[config.mk]
export PLATFORM = sky130hd
export DESIGN_NAME = elevator_call_scheduler_flat
export DESIGN_NICKNAME = d
export VERILOG_FILES = /design/src/rtl/elevator_call_scheduler_if.sv /design/src/rtl/elevator_call_scheduler.sv /design/src/flat_wrapper.sv
export SDC_FILE = /design/constraint.sdc
export NUM_CORES = 1
export LEC_CHECK = 0
export ABC_AREA = 1
export BUFFER_PORTS_ARGS = -buffer_cell sky130_fd_sc_hd__buf_2
export CAP_MARGIN = 20
export CORE_MARGIN = 4
export CORE_UTILIZATION = 30
export CTS_CLUSTER_DIAMETER = 80
export DETAILED_ROUTE_END_ITERATION = 10
export SLEW_MARGIN = 20
export SYNTH_ARGS = -nofsm -noshare
export SYNTH_HDL_FRONTEND = slang
export SYNTH_SLANG_ARGS = --single-unit
[constraint.sdc]
create_clock -name clk -period 1.45 [get_ports clk]
set_input_delay 0.29 -clock clk [delete_from_list [all_inputs] [get_ports clk]]
set_output_delay 0.29 -clock clk [all_outputs]
set_load 0.03 [all_outputs]
[src/rtl/elevator_call_scheduler_if.sv]
// Car-side handshake bundle for the hall-call scheduler: the car's position,
// the target offer (valid/ack) and the arrival report.
interface elevator_call_scheduler_if #(
  parameter int FLOOR_W = 3
);
  logic [FLOOR_W-1:0] cur_floor;
  logic               req_valid;
  logic [FLOOR_W-1:0] req_floor;
  logic               req_ack;
  logic               arrived;
  logic [FLOOR_W-1:0] arr_floor;

  // Scheduler side: offers targets, observes the car
  modport master (
    input  cur_floor,
    output req_valid,
    output req_floor,
    input  req_ack,
    input  arrived,
    input  arr_floor
  );

  // Car side: accepts targets, reports position and arrivals
  modport slave (
    output cur_floor,
    input  req_valid,
    input  req_floor,
    output req_ack,
    output arrived,
    output arr_floor
  );
endinterface

[src/rtl/elevator_call_scheduler.sv]
// Hall-call front end: synchronises and debounces call buttons, latches pending
// calls, picks the next target in SCAN order and offers it to the car controller.
module elevator_call_scheduler #(
  parameter int NUM_FLOORS      = 7,
  parameter int FLOOR_W         = 3,
  parameter int DEBOUNCE_CYCLES = 1_000_000,
  parameter int DB_W            = 20
) (
  input  logic                  clk,
  input  logic                  rst_n,
  input  logic [NUM_FLOORS-1:0] btn,
  elevator_call_scheduler_if.master car,
  output logic [NUM_FLOORS-1:0] pending,
  output logic                  dir_up
);

  typedef enum logic [1:0] {
    S_IDLE,
    S_SELECT,
    S_OFFER,
    S_SERVE
  } state_t;

  localparam logic [DB_W-1:0]    DB_LAST  = DB_W'(DEBOUNCE_CYCLES - 1);
  localparam logic [FLOOR_W-1:0] TOP_FLR  = FLOOR_W'(NUM_FLOORS);

  state_t                r_state;
  state_t                w_stateNext;
  logic [NUM_FLOORS-1:0] r_sync1;
  logic [NUM_FLOORS-1:0] r_sync2;
  logic [NUM_FLOORS-1:0] r_db;
  logic [NUM_FLOORS-1:0] r_dbPrev;
  logic [NUM_FLOORS-1:0] r_pending;
  logic [DB_W-1:0]       r_cnt [NUM_FLOORS];
  logic [FLOOR_W-1:0]    r_reqFloor;
  logic                  r_dirUp;

  logic [NUM_FLOORS-1:0] w_rise;
  logic [NUM_FLOORS-1:0] w_clr;
  logic [NUM_FLOORS-1:0] w_avail;
  logic [NUM_FLOORS-1:0] w_pendNext;
  logic [FLOOR_W-1:0]    w_cur;
  logic [FLOOR_W-1:0]    w_target;
  logic [FLOOR_W-1:0]    w_lowAbove;
  logic [FLOOR_W-1:0]    w_highBelow;
  logic                  w_foundAbove;
  logic                  w_foundBelow;
  logic                  w_atCur;
  logic                  w_arrValid;
  logic                  w_dirNext;
  logic                  w_loadTarget;

  // Two-flop synchroniser on the asynchronous button inputs
  always_ff @(posedge clk or negedge rst_n) begin
    if (!rst_n) begin
      r_sync1 <= '0;
      r_sync2 <= '0;
    end else begin
      r_sync1 <= btn;
      r_sync2 <= r_sync1;
    end
  end

  // Debounce: the accepted level flips only after DEBOUNCE_CYCLES consecutive disagreeing samples
  always_ff @(posedge clk or negedge rst_n) begin
    if (!rst_n) begin
      r_db     <= '0;
      r_dbPrev <= '0;
      for (int i = 0; i < NUM_FLOORS; i++) r_cnt[i] <= '0;
    end else begin
      r_dbPrev <= r_db;
      for (int i = 0; i < NUM_FLOORS; i++) begin
        if (r_sync2[i] == r_db[i]) begin
          r_cnt[i] <= '0;
        end else if (r_cnt[i] == DB_LAST) begin
          r_cnt[i] <= '0;
          r_db[i]  <= r_sync2[i];
        end else begin
          r_cnt[i] <= r_cnt[i] + 1'b1;
        end
      end
    end
  end

  // Call set/clear masks; an arrival clears its floor and beats a simultaneous new press
  always_comb begin
    w_rise     = r_db & ~r_dbPrev;
    w_arrValid = car.arrived && (car.arr_floor != '0) && (car.arr_floor <= TOP_FLR);
    w_clr      = w_arrValid ? (NUM_FLOORS'(1) << (car.arr_floor - 1'b1)) : '0;
    w_pendNext = (r_pending | w_rise) & ~w_clr;
    w_avail    = r_pending & ~w_clr;
    if (car.cur_floor == '0)         w_cur = FLOOR_W'(1);
    else if (car.cur_floor > TOP_FLR) w_cur = TOP_FLR;
    else                             w_cur = car.cur_floor;
    w_atCur    = w_avail[w_cur - 1'b1];
  end

  // Nearest outstanding call above and below the car
  always_comb begin
    w_lowAbove   = '0;
    w_foundAbove = 1'b0;
    w_highBelow  = '0;
    w_foundBelow = 1'b0;
    for (int i = NUM_FLOORS - 1; i >= 0; i--) begin
      if (w_avail[i] && (FLOOR_W'(i + 1) > w_cur)) begin
        w_lowAbove   = FLOOR_W'(i + 1);
        w_foundAbove = 1'b1;
      end
    end
    for (int i = 0; i < NUM_FLOORS; i++) begin
      if (w_avail[i] && (FLOOR_W'(i + 1) < w_cur)) begin
        w_highBelow  = FLOOR_W'(i + 1);
        w_foundBelow = 1'b1;
      end
    end
  end

  // FSM state register
  always_ff @(posedge clk or negedge rst_n) begin
    if (!rst_n) r_state <= S_IDLE;
    else        r_state <= w_stateNext;
  end

  // Next-state and SCAN target selection
  always_comb begin
    w_stateNext  = r_state;
    w_target     = r_reqFloor;
    w_dirNext    = r_dirUp;
    w_loadTarget = 1'b0;
    case (r_state)
      S_IDLE: begin
        if (r_pending != '0) w_stateNext = S_SELECT;
      end
      S_SELECT: begin
        if (w_avail == '0) begin
          w_stateNext = S_IDLE;
        end else begin
          w_stateNext  = S_OFFER;
          w_loadTarget = 1'b1;
          if (w_atCur) begin
            w_target = w_cur;
          end else if (r_dirUp) begin
            if (w_foundAbove) begin
              w_target = w_lowAbove;
            end else begin
              w_target  = w_highBelow;
              w_dirNext = 1'b0;
            end
          end else begin
            if (w_foundBelow) begin
              w_target = w_highBelow;
            end else begin
              w_target  = w_lowAbove;
              w_dirNext = 1'b1;
            end
          end
        end
      end
      S_OFFER: begin
        if (car.req_ack) w_stateNext = S_SERVE;
      end
      S_SERVE: begin
        if (w_arrValid && (car.arr_floor == r_reqFloor))
          w_stateNext = (w_pendNext != '0) ? S_SELECT : S_IDLE;
      end
      default: w_stateNext = S_IDLE;
    endcase
  end

  // Pending calls, offered target and sweep direction
  always_ff @(posedge clk or negedge rst_n) begin
    if (!rst_n) begin
      r_pending  <= '0;
      r_reqFloor <= FLOOR_W'(1);
      r_dirUp    <= 1'b1;
    end else begin
      r_pending <= w_pendNext;
      if (w_loadTarget) begin
        r_reqFloor <= w_target;
        r_dirUp    <= w_dirNext;
      end
    end
  end

  assign car.req_valid = (r_state == S_OFFER);
  assign car.req_floor = r_reqFloor;
  assign pending       = r_pending;
  assign dir_up        = r_dirUp;

endmodule
[src/flat_wrapper.sv]
// flat-port wrapper written by rule: the top's interface ports become plain ports
module elevator_call_scheduler_flat 
#(
  parameter int NUM_FLOORS      = 7,
  parameter int FLOOR_W         = 3,
  parameter int DEBOUNCE_CYCLES = 1_000_000,
  parameter int DB_W            = 20
)
  (clk, rst_n, btn, pending, dir_up, car_cur_floor, car_req_valid, car_req_floor, car_req_ack, car_arrived, car_arr_floor);
  elevator_call_scheduler_if #(.FLOOR_W(FLOOR_W)) car_i ();
  input  logic clk;
  input  logic rst_n;
  input  logic [NUM_FLOORS-1:0] btn;
  output logic [NUM_FLOORS-1:0] pending;
  output logic dir_up;
  input wire logic [$bits(car_i.cur_floor)-1:0] car_cur_floor;
  output wire logic [$bits(car_i.req_valid)-1:0] car_req_valid;
  output wire logic [$bits(car_i.req_floor)-1:0] car_req_floor;
  input wire logic [$bits(car_i.req_ack)-1:0] car_req_ack;
  input wire logic [$bits(car_i.arrived)-1:0] car_arrived;
  input wire logic [$bits(car_i.arr_floor)-1:0] car_arr_floor;
  assign car_i.cur_floor = car_cur_floor;
  assign car_req_valid = car_i.req_valid;
  assign car_req_floor = car_i.req_floor;
  assign car_i.req_ack = car_req_ack;
  assign car_i.arrived = car_arrived;
  assign car_i.arr_floor = car_arr_floor;
  elevator_call_scheduler #(.NUM_FLOORS(NUM_FLOORS), .FLOOR_W(FLOOR_W), .DEBOUNCE_CYCLES(DEBOUNCE_CYCLES), .DB_W(DB_W)) u_core (.clk(clk), .rst_n(rst_n), .btn(btn), .car(car_i), .pending(pending), .dir_up(dir_up));
endmodule
## Word level (Yosys, flattened, before mapping)

Cells that the tools add are included.

| cells by class | value |
|---|---|
| $add $sub $neg | 9 |
| magnitude comparators | 17 |
| equal/unequal tests | 21 |
| shifts and indexed selects | 1 |
| mux-type cells | 62 |
| bitwise gates (word level) | 15 |
| reduce and logical (&&, ||, !) cells | 33 |

Operators by type and width:

| cell | count |
|---|---|
| 20-bit two-way mux | 14 |
| 20-bit by 1-bit adder with 20-bit output, second input constant | 7 |
| 20-bit == test, second input constant | 7 |
| 3-bit two-way mux | 17 |
| 1-bit two-way mux | 22 |
| 7-bit bitwise AND | 3 |
| 1-bit logical AND | 17 |
| 7-bit inverter | 2 |
| 2-bit AND reduction | 7 |
| 7-bit nonzero test | 2 |
| 3-bit greater-than comparator, first input constant | 4 |
| 3-bit less-than comparator, first input constant | 4 |
| 2-bit two-way mux | 6 |
| 1-bit inverter | 9 |
| 2-bit one-hot mux with 4 select lines | 1 |
| 1-bit == test | 7 |
| 7-bit logical NOT | 1 |
| 7-bit two-way mux | 1 |
| 7-bit OR | 1 |
| 1-bit by 3-bit << shifter with 7-bit output, first input constant | 1 |
| 2-bit by 3-bit greater-than comparator with 1-bit output, first input constant | 2 |
| 2-bit by 3-bit less-than comparator with 1-bit output, first input constant | 2 |
| 2-bit by 1-bit inequality test with 1-bit output, second input constant | 3 |
| 3-bit AND reduction | 2 |
| other kinds (14) | 16 |

| storage, ports and cells | value |
|---|---|
| register bits | 181 |
| input bits | 17 |
| output and inout bits | 12 |
| word-level logic and storage cells | 179 |

## Logic depth before layout (Yosys ltp)

| logic depth | value |
|---|---|
| depth in word-level cells | 17 |
| mapped depth | 16 |
| depth with buffers taken out | 15 |

## Least setup slack after synthesis

Ideal clock, no wire load.

| path | value |
|---|---|
| kind | input to register |
| from | input car_cur_floor[2] |
| to | register u_core.r_reqFloor[2] (netlist: u_core.car.req_floor[2]) |
| setup time | 118 ps |
| arrival time | 1638 ps |
| data required time | 1332 ps |
| slack | -306 ps |
| stages | 13 |
| buffers on the path | 1 |
| cells stage by stage | buf_2 nor2_4 nor2_4 inv_2 ha_1 inv_1 nand3_1 nand2_1 nand2_1 nand2_2 nand2_1 nand3b_1 nand2_1 |

| on the way | value |
|---|---|
| word-level cells in the longest chain between the ends | 15 |
| elaborated cells between the ends (all ways) | 64 |
| those cells by class | add/sub: 1; order compare: 15; mux: 33; reduce/logical: 15 |

Ends and longest elaborated chain:

| what | line | text |
|---|---|---|
| start: declaration | flat_wrapper.sv:16 | `input wire logic [$bits(car_i.cur_floor)-1:0] car_cur_floor;` |
| 3-bit greater-than comparator | elevator_call_scheduler.sv:93 | `else if (car.cur_floor > TOP_FLR) w_cur = TOP_FLR;` |
| 3-bit two-way mux | elevator_call_scheduler.sv:93 |  |
| 3-bit two-way mux (*) | elevator_call_scheduler.sv:92 | `if (car.cur_floor == '0) w_cur = FLOOR_W'(1);` |
| 3-bit greater-than comparator / 1-bit by 3-bit less-than comparator with 1-bit output (equally long branches) | elevator_call_scheduler.sv:105, elevator_call_scheduler.sv:111 |  |
| 1-bit logical AND, on equally long branches | elevator_call_scheduler.sv:105, elevator_call_scheduler.sv:111 |  |
| 3-bit two-way mux, or another cell as far along (7 in series) | elevator_call_scheduler.sv:105 | `if (w_avail[i] && (FLOOR_W'(i + 1) > w_cur)) begin` |
| 3-bit two-way mux, on equally long branches | elevator_call_scheduler.sv:150, elevator_call_scheduler.sv:143 |  |
| 3-bit two-way mux | elevator_call_scheduler.sv:142 | `end else if (r_dirUp) begin` |
| 3-bit two-way mux (*) | elevator_call_scheduler.sv:140 | `if (w_atCur) begin` |
| end signal: assignment | elevator_call_scheduler.sv:179 | `r_reqFloor <= w_target;` |
| end: declaration | elevator_call_scheduler.sv:35 | `logic [FLOOR_W-1:0] r_reqFloor;` |

Every way passes the cells marked *; elsewhere a longest branch is shown, timed or not. The select of a mux whose other input is x is not followed.
A chain may end at the register's enable or synchronous reset.

## Worst setup path after layout

| path | value |
|---|---|
| from | register u_core.r_cnt[80] (netlist bit) |
| to | register u_core.r_cnt[99] (netlist bit) |

| on the way | value |
|---|---|
| word-level cells in the longest chain between the ends | 3 |
| elaborated cells between the ends (all ways) | 4 |
| those cells by class | add/sub: 1; eq/ne: 1; mux: 2 |

Ends and longest elaborated chain:

| what | line | text |
|---|---|---|
| start: declaration | elevator_call_scheduler.sv:34 | `logic [DB_W-1:0] r_cnt [NUM_FLOORS];` |
| start signal: indexed assignment | elevator_call_scheduler.sv:79 | `r_cnt[i] <= r_cnt[i] + 1'b1;` |
| 20-bit by 1-bit adder with 20-bit output / 20-bit == test (equally long branches) | elevator_call_scheduler.sv:79, elevator_call_scheduler.sv:75 |  |
| 20-bit two-way mux (*) | elevator_call_scheduler.sv:75 | `end else if (r_cnt[i] == DB_LAST) begin` |
| 20-bit two-way mux (*) | elevator_call_scheduler.sv:73 | `if (r_sync2[i] == r_db[i]) begin` |

Every way passes the cells marked *; elsewhere a longest branch is shown, timed or not.

==> results list <==
* Sort of element at the end of the critical path: flop
- Counting flops with a built-in enable in the synthesized netlist gives 0.
* Clock-pin slew on the worst setup and hold paths: 80 ps
- Vias post-DR: 8,555
- The number of nets handed over by synthesis was 1,115.
* Worst slew margin: 70.03%
- In this run the worst path has a maximum fanout of 4.
- Proportion of synthesized area in mux cells: 0.7168%
- The synthesized design contains 181 register bits.
* Filler-free cell count of the finished design: 1,849
- For this design the static power due to leakage is 6.973 nW.
- Fill cell instance count of the final layout: 2,716
- Yosys warns: 0
* Chip width: 185.3 um
- Cells with a size suffix above 1 make up 49.76% of the layout.
- Setup violators final: 121
- The cell sitting at the root of the clock tree is a sky130_fd_sc_hd__clkbuf_16.
- Worst clock skew: 11.47 ps
- Entering global routing, the biggest net connects 58 pins.
* Area of the die: 34,320 um2
- Setup repair after global routing could not meet its margin everywhere.
- The final number of hold-violating endpoints was 0.
* Main combinational cell family by area after synthesis: simple AND/OR/NAND/NOR gates
- Number of max-cap violations: 0
- Post-detailed-routing wire length: 24.74 mm
- Cell count after synthesis: 1,087
- Summing the areas of all compound-gate instances in the mapped netlist gives 5.973% of the synthesized area.
- TritonCTS clock tree: done
- For the worst setup path, the data arrival time is 2110 ps.
- The flow ran to the end, but the final reports show violations.
- The number of different library cells used by synthesis comes to 50.
- During placement, the flow inserted port buffers numbering 28.
- Category of the worst setup path launch point: flop
- VDD IR-drop max: 0.8203 mV
- In this run the register-to-register setup slack is -330 ps.
* Max Root-Sink Buffers: 2
- The number of antenna diodes in the final layout is 0.
- Pwr Density: 725.4 nW/um2
* Hold slack: 238.4 ps
- Once the floorplan was initialized, standard cells occupied 30.58% of the core.
* Post-Place Cell Area: 11,940 um2
* Required time reported for the critical path endpoint: 1780 ps
* Post-route clock period utilization: 122.8%
- The setup path with the least slack is of type reg -> reg.
* Violations in the final reports: negative setup slack
- Core ar.: 30,830 um2
- After routing the design area is 14,960 um2.
- Wire length of the first global-routing pass: 39.27 mm
- Simple-gate share of the synthesized area: 32.15%
* Most used flip-flop cell after synthesis: sky130_fd_sc_hd__dfrtp_1
* Post-placement setup slack: -424.9 ps
* Clock Latency Late Sink: 440 ps
- Arithmetic-cell share of the synthesized area counting full adders, half adders and majority gates: 1.460%
* Routed Antenna Nets: 0
* Final critical-path required period: 1781 ps
- Number of core rows: 64
* Die Y: 185.3 um
- Each instance of the synthesized netlist takes up on average 8.672 um2.
- At the pin with the least slew margin, the transition time is 446.6 ps.
- Summed instance area of the synthesized netlist: 9427 um2
- The max-slew violation total from the final report came to 0.
* Remaining Overflow, GRT: 0
* Xor and xnor area share after synthesis: 5.110%
* Routed WL per cell: 13.38 um
* Final weighted congestion in routability-driven placement: 0.8675
- For this design the top-level I/O count stands at 29.
- Utilization after layout: 48.52%
* Clock sink count: 181
* Vias in the first global route: 8,393
- Number of design-rule violations left by the first detailed-router iteration: 348
- Proportion of register bits with asynchronous set or reset after synthesis: 100.0%
* DP HPWL: 15.41 mm
* Timing-limited maximum frequency: 561.6 MHz
- Across every metal layer, demand over resource in global routing totals 13.77%.
- In the routed design, unresolved DRC markers number 0.
* Number of placed instances with taps included: 1,728
* Via-to-Cell Ratio: 4.627
- After the last flow step, the layout net total stands at 1,469.
- First-pass DRT Iterations: 5
* Number of antenna violations at the first check in global routing: 0
* Number of buffers created by CTS: 17
- Worst hold path class: in -> async
- H-tree levels: 4
- Layout-stage area growth over the synthesis result: 58.68%
- Sequential-to-total area share from yosys stat: 48.08%
* Worst Setup Slack, final: -330.8 ps
## state kept, by name, indices dropped and copies added (netlist names), named ones only
signal                cells
u_core.r_cnt            140
u_core.pending            7
u_core.r_dbPrev           7
u_core.r_db               7
u_core.r_sync1            7
u_core.r_sync2            7
u_core.car.req_floor      3
u_core.dir_up             1
u_core.r_state            1
## metal layers
layer  GRT usage, %  wire length, um  share of wire (%)
met1          18.15            10950                 44
met2          23.17            12820                 52
met3          2.632              590                2.4
met4          3.876              368                1.5
met5              0                0                  0
## critical path, stage by stage, from the launching register on
cell and delay [ps]:
sky130_fd_sc_hd__dfrtp_1 410, sky130_fd_sc_hd__buf_6 120, sky130_fd_sc_hd__buf_6 90, sky130_fd_sc_hd__nand3_4 70, sky130_fd_sc_hd__inv_2 70, sky130_fd_sc_hd__nand2_2 70
sky130_fd_sc_hd__nor2_4 120, sky130_fd_sc_hd__nand2_4 80, sky130_fd_sc_hd__nor2_4 120, sky130_fd_sc_hd__nand3_4 150, sky130_fd_sc_hd__nor2_4 130, sky130_fd_sc_hd__nand2_1 80
sky130_fd_sc_hd__nor2_1 90, sky130_fd_sc_hd__a21oi_1 70
## layout make-up
cell class	instances	area, um2	share of cell area [%]
flip-flops and latches	181	4539	30.35
multi-input cells	745	5806	38.81
clock buffers	18	439.2	2.936
well taps	396	495.5	3.312
repair buffers	342	2920	19.52
inverters	154	605.6	4.049
clock inverters	13	152.6	1.020
## cells by family after synthesis
| family | Yosys count |
|---|---|
| AO/OA/AOI/OAI | 103 |
| XOR/XNOR | 55 |
| adder cells (fa/ha/maj) | 11 |
| buffers and inverters | 161 |
| flip-flops | 181 |
| multiplexers | 6 |
| AND/OR/NAND/NOR | 570 |
## timing repair
| action | CTS | global route |
|---|---|---|
| hold buffers | 8 | 0 |
| endpoints found under the setup margin | 128 | 142 |
| pin swaps | 57 | 110 |
| gates cloned | 1 | 0 |
| hold endpoints to repair | 186 | 0 |
| resized for setup | 205 | 229 |
| setup buffers | 53 | 50 |
## final timing paths
kind | depth (start not counted) | startpoint | endpoint
worst max-delay path | 13 | u_core.r_cnt[80] | u_core.r_cnt[99]
worst min-delay path | 2 | rst_n | u_core.r_cnt[53]
worst max register to register | 13 | u_core.r_cnt[80] | u_core.r_cnt[99]
worst min register to register | 0 | u_core.r_sync1[6] | u_core.r_sync2[6]
max in group asynchronous | 3 | rst_n | u_core.r_db[4]
min in group clk | 5 | car_req_ack | u_core.r_state[0]
## where the power goes
part	total [mW]	internal, mW	leakage (nW)	switching (mW)
Clock	4.76	2.51	0.293	2.25
Combinational	0.913	0.410	4.22	0.503
Sequential	5.18	5.11	2.46	0.0664
## layout by cell type (no fill, tap or decap), types with 10 or more instances in the layout
master,Yosys,routed
sky130_fd_sc_hd__a21oi_1,49,34
sky130_fd_sc_hd__a21oi_2,0,15
sky130_fd_sc_hd__buf_2,5,20
sky130_fd_sc_hd__buf_4,1,239
sky130_fd_sc_hd__buf_6,0,61
sky130_fd_sc_hd__clkbuf_16,0,18
sky130_fd_sc_hd__dfrtp_1,179,173
sky130_fd_sc_hd__inv_1,143,119
sky130_fd_sc_hd__inv_2,10,27
sky130_fd_sc_hd__inv_6,0,10
sky130_fd_sc_hd__nand2_1,158,124
sky130_fd_sc_hd__nand2_2,14,35
sky130_fd_sc_hd__nand2_4,4,16
sky130_fd_sc_hd__nand3_1,56,27
sky130_fd_sc_hd__nand3_2,13,24
sky130_fd_sc_hd__nand3_4,3,21
sky130_fd_sc_hd__nand4_1,26,26
sky130_fd_sc_hd__nor2_1,145,84
sky130_fd_sc_hd__nor2_2,19,34
sky130_fd_sc_hd__nor2_4,9,55
sky130_fd_sc_hd__nor3_1,56,30
sky130_fd_sc_hd__nor3_2,16,28
sky130_fd_sc_hd__nor3_4,3,17
sky130_fd_sc_hd__nor4_4,2,11
sky130_fd_sc_hd__o21ai_1,9,16
sky130_fd_sc_hd__o21ai_2,1,13
sky130_fd_sc_hd__xor2_1,42,37
## cell usage after synthesis (all sizes together) (11+ instances only)
master    n  share of area, %
dfrtp   179                48
nand2   177               7.9
nor2    173               8.1
inv     153               6.1
nor3     75               5.2
nand3    72               4.9
a21oi    49               2.6
xor2     42               3.9
o21ai    35               1.9
nand4    27               1.9
nor4     18               1.8
xnor2    13               1.2
nor3b    12               1.0
ha       11               1.5
## per-stage QoR
step | total power, mW | setup TNS [ps]
2_1_floorplan | 5.564 | -3320
3_3_place_gp | 5.924 | -16000
3_5_place_dp | 5.933 | -18330
4_1_cts | 10.86 | -14190
5_1_grt | 11.32 | -31070
6_report | 10.85 | -18600
Note: power is estimated with default switching activity, not from simulation.
